<file path="src/rtl/lcd_frame_writer.sv">
// lcd_frame_writer: paces a glyph byte stream into a KS0108 64x64 half.
// clk/rst_n; data_in/data_valid in, en out; lcd_* bus; frame_done pulse.
// LCD_FRAME_BOTH_HALVES_EN: mirror every write onto both panel halves.
module lcd_frame_writer #(
  parameter int RST_CYCLES = 100,
  parameter int E_CYCLES   = 4,
  parameter int HALF_SEL   = 0
) (
  input  logic       clk,
  input  logic       rst_n,
  input  logic [7:0] data_in,
  input  logic       data_valid,
  output logic       en,
  output logic       lcd_rst,
  output logic [1:0] lcd_cs,
  output logic       lcd_e,
  output logic       lcd_rs,
  output logic       lcd_rw,
  output logic [7:0] lcd_db,
  output logic       frame_done
);

  localparam int RW = $clog2(RST_CYCLES + 1);
  localparam int WW = $clog2(2 * E_CYCLES + 1);
  localparam logic [RW-1:0] R_LAST = RW'(RST_CYCLES - 1);
  localparam logic [WW-1:0] W_LAST = WW'(2 * E_CYCLES - 1);
  localparam logic [WW-1:0] E_LO   = WW'(1);
  localparam logic [WW-1:0] E_HI   = WW'(E_CYCLES);

`ifdef LCD_FRAME_BOTH_HALVES_EN
  localparam logic [1:0] CS = 2'b11;
`else
  localparam logic [1:0] CS = (HALF_SEL != 0) ? 2'b10 : 2'b01;
`endif

  typedef enum logic [2:0] {
    RST_WAIT,
    INIT_ON,
    INIT_START,
    SET_PAGE,
    SET_COL,
    REQ,
    WAIT_VALID,
    WRITE_DATA
  } state_t;

  state_t        state, state_nx;
  logic [RW-1:0] rcnt, rcnt_nx;
  logic [WW-1:0] wcnt, wcnt_nx;
  logic [2:0]    page, page_nx;
  logic [5:0]    col, col_nx;
  logic [7:0]    byte_q, byte_nx;
  logic [7:0]    db_nx;
  logic          done_nx;
  logic          wr_st, wr_end, wr_nx;
  logic          e_nx, rs_nx, en_nx, rst_nx;

  assign wr_st = (state == INIT_ON) || (state == INIT_START) ||
                 (state == SET_PAGE) || (state == SET_COL) ||
                 (state == WRITE_DATA);
  assign wr_end = wr_st && (wcnt == W_LAST);

  always_comb begin
    state_nx = state;
    rcnt_nx  = rcnt;
    page_nx  = page;
    col_nx   = col;
    byte_nx  = byte_q;
    done_nx  = 1'b0;
    db_nx    = lcd_db;
    wcnt_nx  = (wr_st && !wr_end) ? wcnt + 1'b1 : '0;

    unique case (state)
      RST_WAIT: begin
        if (rcnt == R_LAST) begin
          rcnt_nx  = '0;
          state_nx = INIT_ON;
        end else begin
          rcnt_nx = rcnt + 1'b1;
        end
      end
      INIT_ON:    if (wr_end) state_nx = INIT_START;
      INIT_START: if (wr_end) state_nx = SET_PAGE;
      SET_PAGE:   if (wr_end) state_nx = SET_COL;
      SET_COL:    if (wr_end) state_nx = REQ;
      REQ:        state_nx = WAIT_VALID;
      WAIT_VALID: begin
        // a missed valid re-requests, so en repeats every 2 cycles
        if (data_valid) begin
          byte_nx  = data_in;
          state_nx = WRITE_DATA;
        end else begin
          state_nx = REQ;
        end
      end
      WRITE_DATA: begin
        if (wr_end) begin
          col_nx = col + 1'b1;
          if (col == 6'd63) begin
            page_nx  = page + 1'b1;
            done_nx  = (page == 3'd7);
            state_nx = SET_PAGE;
          end else begin
            state_nx = REQ;
          end
        end
      end
      default: state_nx = RST_WAIT;
    endcase

    // outputs are registered, so derive them from the next state
    unique case (state_nx)
      INIT_ON:    db_nx = 8'h3F;
      INIT_START: db_nx = 8'hC0;
      SET_PAGE:   db_nx = {5'b10111, page_nx};
      SET_COL:    db_nx = 8'h40;
      WRITE_DATA: db_nx = byte_nx;
      default:    db_nx = lcd_db;
    endcase

    wr_nx  = (state_nx == INIT_ON) || (state_nx == INIT_START) ||
             (state_nx == SET_PAGE) || (state_nx == SET_COL) ||
             (state_nx == WRITE_DATA);
    e_nx   = wr_nx && (wcnt_nx >= E_LO) && (wcnt_nx <= E_HI);
    rs_nx  = (state_nx == WRITE_DATA);
    en_nx  = (state_nx == REQ);
    rst_nx = (state_nx != RST_WAIT);
  end

  always_ff @(posedge clk or negedge rst_n) begin
    if (!rst_n) begin
      state      <= RST_WAIT;
      rcnt       <= '0;
      wcnt       <= '0;
      page       <= '0;
      col        <= '0;
      byte_q     <= '0;
      en         <= 1'b0;
      lcd_rst    <= 1'b0;
      lcd_cs     <= CS;
      lcd_e      <= 1'b0;
      lcd_rs     <= 1'b0;
      lcd_rw     <= 1'b0;
      lcd_db     <= 8'h00;
      frame_done <= 1'b0;
    end else begin
      state      <= state_nx;
      rcnt       <= rcnt_nx;
      wcnt       <= wcnt_nx;
      page       <= page_nx;
      col        <= col_nx;
      byte_q     <= byte_nx;
      en         <= en_nx;
      lcd_rst    <= rst_nx;
      lcd_cs     <= CS;
      lcd_e      <= e_nx;
      lcd_rs     <= rs_nx;
      lcd_rw     <= 1'b0;
      lcd_db     <= db_nx;
      frame_done <= done_nx;
    end
  end

endmodule

</file>
<file path="config.mk">
export PLATFORM = sky130hd
export DESIGN_NAME = lcd_frame_writer
export DESIGN_NICKNAME = d
export VERILOG_FILES = /design/src/rtl/lcd_frame_writer.sv
export SDC_FILE = /design/constraint.sdc
export NUM_CORES = 1
export LEC_CHECK = 0
export ABC_AREA = 1
export BUFFER_PORTS_ARGS = -buffer_cell sky130_fd_sc_hd__buf_2
export CORE_MARGIN = 2
export CORE_UTILIZATION = 57
export CTS_CLUSTER_SIZE = 28
export DETAILED_ROUTE_END_ITERATION = 12
export MAX_ROUTING_LAYER = met4
export PLACE_DENSITY_LB_ADDON = 0.25
export SLEW_MARGIN = 20
export SYNTH_ARGS = -nofsm -noshare
export SYNTH_HDL_FRONTEND = slang
export SYNTH_SLANG_ARGS = --single-unit
</file>
<file path="constraint.sdc">
create_clock -name clk -period 1.85 [get_ports clk]
set_input_delay 0.2775 -clock clk [delete_from_list [all_inputs] [get_ports clk]]
set_output_delay 0.2775 -clock clk [all_outputs]
set_load 0.03 [all_outputs]
</file>
==> results of run 1 <==
[cell usage after synthesis]
| master | number | area [sq um] |
|---|---|---|
| conb_1 | 2 | 7.51 |
| nor2_8 | 1 | 20.0 |
| inv_1 | 31 | 116 |
| buf_2 | 1 | 5.00 |
| nand3b_1 | 1 | 7.51 |
| o21ai_0 | 14 | 70.1 |
| nor3_2 | 1 | 10.0 |
| inv_2 | 2 | 7.51 |
| nor2_4 | 3 | 33.8 |
| or2_2 | 1 | 6.26 |
| nor2_2 | 2 | 12.5 |
| nor2_1 | 20 | 75.1 |
| dfrtp_1 | 44 | 1100 |
| nand3_2 | 2 | 20.0 |
| nand3_1 | 21 | 105 |
| nand2_1 | 47 | 176 |
| a21oi_1 | 4 | 20.0 |
| xnor2_1 | 2 | 17.5 |
| nand4_1 | 11 | 68.8 |
| o21ai_4 | 1 | 16.3 |
| nor3_1 | 2 | 10.0 |
| nand2_4 | 5 | 56.3 |
| buf_4 | 5 | 37.5 |
| and3b_1 | 1 | 8.76 |
| nand2_2 | 4 | 25.0 |
| xor2_1 | 6 | 52.6 |
| ha_1 | 5 | 62.6 |
| nand3_4 | 3 | 52.6 |
| mux2_2 | 5 | 56.3 |
| o21ai_2 | 1 | 8.76 |
[power breakdown]
part	leakage (nW)	switching [mW]	internal (mW)
Combinational	0.835	1.33	0.818
Sequential	0.558	0.175	1.24
Clock	0.0552	0.312	0.400
[cell type report]
cell class,instances,area [sq um],share of cell area
flip-flops and latches,44,1100,0.401
multi-input cells,167,1080,0.392
repair buffers,41,277,0.101
inverters,33,126,0.0459
clock buffers,6,72.6,0.0264
well taps,48,60.1,0.0218
clock inverters,2,35.0,0.0127
[logic make-up (layout without fill, tap and decap cells)]
family                   Yosys count  count (layout)  share of synthesized area
XOR/XNOR                           8               8                     0.0309
multiplexers                       5               5                     0.0248
AND/OR/NAND/NOR                  125             126                      0.304
flip-flops                        44              44                      0.486
other                              2               3                    0.00331
buffers and inverters             39              82                     0.0734
AO/OA/AOI/OAI                     20              20                     0.0508
adder cells (fa/ha/maj)            5               5                     0.0276
[final timing paths]
path                             end       start  slack, ns  depth (start not counted)
min in group asynchronous    rcnt[3]       rst_n       0.50                          2
hold / removal             byte_q[6]  data_in[6]       0.23                          2
setup reg to reg           lcd_db[5]     wcnt[1]    -0.0006                         12
setup / recovery           lcd_db[5]     wcnt[1]    -0.0006                         12
hold reg to reg              rcnt[6]     rcnt[6]       0.47                          1
max in group asynchronous   state[0]       rst_n       0.84                          3
[cell usage in the layout, fill, tap and decap left out, types with 2 or more instances in the layout]
master,Yosys,final
xnor2_1,2,2
buf_6,0,3
o21ai_0,14,13
nor2_2,2,4
conb_1,2,3
buf_4,5,13
nand2_1,47,37
nor3_1,2,2
nor2_1,20,17
ha_1,5,4
nand4_1,11,11
xor2_1,6,6
nand2_2,4,13
nand3_2,2,5
nand2_4,5,6
a21oi_1,4,4
buf_2,1,23
inv_1,31,31
clkbuf_8,0,5
dfrtp_1,44,43
mux2_2,5,5
nor2_4,3,4
nand3_1,21,19
nand3_4,3,3
[sequential cells by signal (all words and copies together) (netlist names)]
name and cells:
state 3, col 6, frame_done 1, wcnt 4
rcnt 7, lcd_rst 1, lcd_e 1, en 1
lcd_rs 1, byte_q 8, page 3, lcd_db 8
[metal layers]
metal | up-vias | routed length (um)
met5 | - | 0
met2 | 35 | 2300
met1 | 828 | 1980
met4 | 0 | 48
li1 | 884 | -
met3 | 6 | 238
[repair_timing]
| action | CTS | global route |
|---|---|---|
| pin swaps | 1 | 15 |
| endpoints found under the hold margin | 22 | 0 |
| endpoints found under the setup margin | 3 | 10 |
| gates resized for setup | 2 | 23 |
| cloned | 0 | 1 |
| hold buffers | 1 | 0 |
| setup buffers | 1 | 5 |
==> reports/metrics.yaml, run 1 <==
outcome:
  outcome: "finished, violations left"
  violations: "setup timing"
final_layout:
  nets: 308
  final_util: 0.735
  filler_cell_count: 273
  stdcell_area_sq_mm: 0.00275
  final_cells: 341
  n_antenna_cell: 0
  area_growth_pct: 21.4
  drive_gt1_frac: 0.328
floorplan:
  start_util: 0.606
  die-area_sq_mm: 0.00450
  rows: 22
  ios: 27
  dieWidth_um: 67.1
  core-area_sq_mm: 0.00374
  die_h_um: 67.1
synthesis:
  yosysSeqAreaShare: 0.486
  synth.cell_area_sq_mm: 0.00227
  netlist_instances: 248
  yosysWarnings: 0
  avgSynthCellArea_sq_um: 9.14
  synth_seq_cells: 44
  synth_cell_type_count: 30
power_and_ir_drop:
  leakage_nw: 1.45
  peakVddDrop_mv: 1.12
  cellPowerDensity_mw_per_mm2: 1550
  p_total_mw: 4.28
worst_setup_path:
  cp.buffers_inverters: 0
  critPathKind: "reg -> reg"
  path_delay_family: "simple AND/OR/NAND/NOR gates"
  endpoint_kind: "register"
  crit_path_frequent_cell: "nand2_2"
  worstPathCellList: "ha_4, nand2_4, nor2_4, o21ai_1, nand2_1, nand2_2, nor2_4, nand2_2, nand2_4, nand3_4, nand2_2, nand2_2"
  slowest_stage: "dfrtp_1"
  worstPathRequired_ns: 2.04
  worstSetupStartpointType: "register"
  slowest_delay_ns: 0.41
  crit_fanout: 8
  arrival_ns: 2.04
detailed_routing:
  dr_total_vias: 1753
  post_drt_via_cell_ratio: 5.14
  routed_wl_um: 4570
  wire_per_inst_um: 13.4
  ant_nets: 0
  first_pass_iters: 4
  drt_iter0_drc: 95
  post-route-drc-count: 0
placed_design:
  port_buffers: 23
  pre_cts_slack_ns: -0.0130
  placed_cells_incl_taps: 325
  place_area_sq_mm: 0.00250
  dpl.hpwl_um: 3280
  place_congestion: 0.833
timing:
  fmax_mhz: 540
  finalSetupTns_ns: -0.000612
  period_share: 1.00
  final_max_slew_viol_count: 0
  worst_slew_pin_slew_ns: 0.560
  setup_violations: 1
  setup_ws_ns: -0.000612
  min_period_ns: 1.85
  finalHoldViolCount: 0
  whs_ns: 0.234
  relSlewSlack: 0.626
  rsz0062_at_grt: "true"
  fin_skew_ns: 0.00619
global_routing:
  busiest_layer: "met2"
  grt_start_max_net_pins: 24
  antenna_found_initial: 0
  use_met2: 0.353
  grt_pass1_wl_um: 7130
  grt_pass1_vias: 1575
  grt_use_total: 0.223
  met1_usage: 0.285
  use_met3: 0.0507
  grt_remaining_overflow: 0
clock_tree:
  clock_sinks: 44
  clock_path_buffers: 2
  cts-root-buf: "clkbuf_8"
  cts_buffers: 5
  cts_max_level: 2
  cts_tree: "done"
  clk_pin_slew_ns: 0.08
  clk_latency_ns: 0.30
hold_path:
  hold_path_class: "in -> reg"
job:
  maxCapViolCount: 0
Note: power is estimated with default switching activity, not from simulation.
==> inputs of run 2 (changes only) <==
--- a/config.mk
+++ b/config.mk
@@ -11,7 +11,6 @@
 export CORE_UTILIZATION = 57
 export CTS_CLUSTER_SIZE = 28
 export DETAILED_ROUTE_END_ITERATION = 12
-export MAX_ROUTING_LAYER = met4
 export PLACE_DENSITY_LB_ADDON = 0.25
 export SLEW_MARGIN = 20
 export SYNTH_ARGS = -nofsm -noshare
==> constraint.sdc (replaced) <==
create_clock -name clk -period 1.85 [get_ports clk]
set_input_delay 0.2775 -clock clk [delete_from_list [all_inputs] [get_ports clk]]
set_output_delay 0.2775 -clock clk [all_outputs]
set_load 0.05 [all_outputs]
==> run 2 against run 1 <==
Critical endpoint unchanged. First-iteration DRC count rose by 16%. Die area did not move. Clock skew fell by 0.00070 ns. Final area barely moved. The run still ends with setup timing left. Largest power group unchanged.
==> reports/metrics.yaml, run 2 (same netlist as run 1, synthesis figures left out) <==
detailed_routing:
  ant_nets: 0
  dr_total_vias: 1762
  first_pass_iters: 4
  routed_wl_um: 4570
  wire_per_inst_um: 13.4
  post-route-drc-count: 0
  post_drt_via_cell_ratio: 5.17
  drt_iter0_drc: 110
floorplan:
  start_util: 0.606
  core-area_sq_mm: 0.00374
  die-area_sq_mm: 0.00450
  rows: 22
  die_h_um: 67.1
  ios: 27
  dieWidth_um: 67.1
final_layout:
  final_cells: 341
  n_antenna_cell: 0
  drive_gt1_frac: 0.331
  final_cell_mix: "42 x dfrtp_1, 37 x nand2_1, 31 x inv_1, 23 x buf_2, 19 x nand3_1"
  stdcell_area_sq_mm: 0.00275
  reg.largest.list: "byte_q: 8 flops, lcd_db: 8 flops, rcnt: 7 flops"
  nets: 308
  area_growth_pct: 21.4
  layout_commonest_cell: "dfrtp_1"
  filler_cell_count: 272
timing:
  rsz0062_at_grt: "true"
  setup_ws_ns: -0.00474
  fmax_mhz: 539
  final_max_slew_viol_count: 0
  worst_slew_pin_slew_ns: 0.545
  whs_ns: 0.235
  relSlewSlack: 0.637
  finalHoldViolCount: 0
  min_period_ns: 1.85
  finalSetupTns_ns: -0.00474
  period_share: 1.00
  fin_skew_ns: 0.00548
  setup_violations: 1
power_and_ir_drop:
  pwr-share-seq: 0.317
  clockPowerShare: 0.159
  cellPowerDensity_mw_per_mm2: 1620
  combPwrFrac: 0.524
  peakVddDrop_mv: 1.19
  power.switching_fraction: 0.450
  cellInternalPower_mw: 2.46
  leakage_nw: 1.45
  power.switching_mw: 2.01
global_routing:
  met1_usage: 0.284
  grt_start_max_net_pins: 24
  grt_remaining_overflow: 0
  use_met2: 0.353
  grt_use_total: 0.216
  antenna_found_initial: 0
  grt_pass1_vias: 1574
  busiest_layer: "met2"
  grt_pass1_wl_um: 7130
  use_met3: 0.0507
clock_tree:
  cts_tree: "done"
  clock_sinks: 44
  cts-root-buf: "clkbuf_8"
  cts_max_level: 2
  cts_buffers: 5
  clock_path_buffers: 2
  clk_latency_ns: 0.30
  clk_pin_slew_ns: 0.08
outcome:
  outcome: "finished, violations left"
  violations: "setup timing"
worst_setup_path:
  rrSetupSlack_ns: -0.005
  endpoint_kind: "register"
  crit_fanout: 6
  slowest_delay_ns: 0.41
  reg2reg_to: "lcd_db[5]"
  reg2regPathDepth: 12
  r2r_start: "wcnt[1]"
  path_delay_family: "simple AND/OR/NAND/NOR gates"
  critPathKind: "reg -> reg"
  worstPathCellList: "ha_4, nand2_4, nor2_4, o21ai_1, nand2_1, nand2_2, nor2_4, nand3_4, nand2_4, nand2_1, nand2_2, nand2_2"
  crit_path_frequent_cell: "nand2_2"
  cp.buffers_inverters: 0
  slowest_stage: "dfrtp_1"
  arrival_ns: 2.04
  worstPathRequired_ns: 2.04
  worstSetupStartpointType: "register"
job:
  maxCapViolCount: 0
placed_design:
  pre_cts_slack_ns: -0.0130
  place_area_sq_mm: 0.00250
  dpl.hpwl_um: 3280
  place_congestion: 0.820
  placed_cells_incl_taps: 325
  port_buffers: 23
hold_path:
  hold_path_end: "byte_q[6]"
  min_from: "data_in[6]"
  holdPathStages: 2
  hold_path_class: "in -> reg"
[run 2: timing repair]
item	4_1_cts	5_1_grt
setup endpoints to repair	3	10
hold endpoints to repair	22	0
hold buffers	1	0
pin swaps	1	15
gates cloned	0	1
buffers inserted	1	5
gates resized for setup	2	24
[run 2: routing by layer]
layer / part of all wire / routed length (um)
met4: 0.010 / 47
met5: 0 / 0
met1: 0.45 / 2040
met3: 0.042 / 190
met2: 0.50 / 2290
[run 2: worst reg2reg max path, cell delays in order (launching register included)]
cell and delay (ns):
dfrtp_1 0.41, ha_4 0.18, nand2_4 0.06, nor2_4 0.14, o21ai_1 0.08, nand2_1 0.11, nand2_2 0.08, nor2_4 0.23
nand3_4 0.16, nand2_4 0.12, nand2_1 0.07, nand2_2 0.08, nand2_2 0.05
[run 2: power groups by stage]
stage          registers, mW  logic [mW]  clock network [mW]
6_report                1.42        2.34               0.712
5_1_grt                 1.45        2.55               0.767
4_1_cts                 1.40        2.07               0.731
3_5_place_dp            1.41        2.03                   0
3_3_place_gp            1.40        1.98                   0
2_1_floorplan           1.78        1.16                   0
[run 2: cell type report]
class / count / area (sq um) / share of cell area
Clock buffer: 6 / 72.6 / 0.0264
Multi-Input combinational cell: 167 / 1080 / 0.392
Clock inverter: 2 / 35.0 / 0.0127
Timing Repair Buffer: 41 / 277 / 0.100
Sequential cell: 44 / 1100 / 0.401
Inverter: 33 / 126 / 0.0459
Tap cell: 48 / 60.1 / 0.0218
[run 2: worst max path at each step]
stage	slack, ns	from	cells after the start	end
floorplan	0.16	wcnt[0]	12	lcd_db[0]
global placement	0.02	wcnt[0]	13	lcd_db[0]
detailed placement	-0.01	wcnt[0]	13	lcd_db[0]
CTS	0.02	rcnt[0]	11	lcd_db[4]
global route	-0.15	wcnt[1]	12	lcd_db[5]
finish	-0.005	wcnt[1]	12	lcd_db[5]
[run 2: stage by stage]
stage / utilization / total power, mW
4_1_cts: 0.702 / 4.20
6_report: 0.735 / 4.47
5_1_grt: 0.735 / 4.77
3_5_place_dp: 0.667 / 3.44
2_1_floorplan: - / 2.94
3_3_place_gp: 0.667 / 3.38
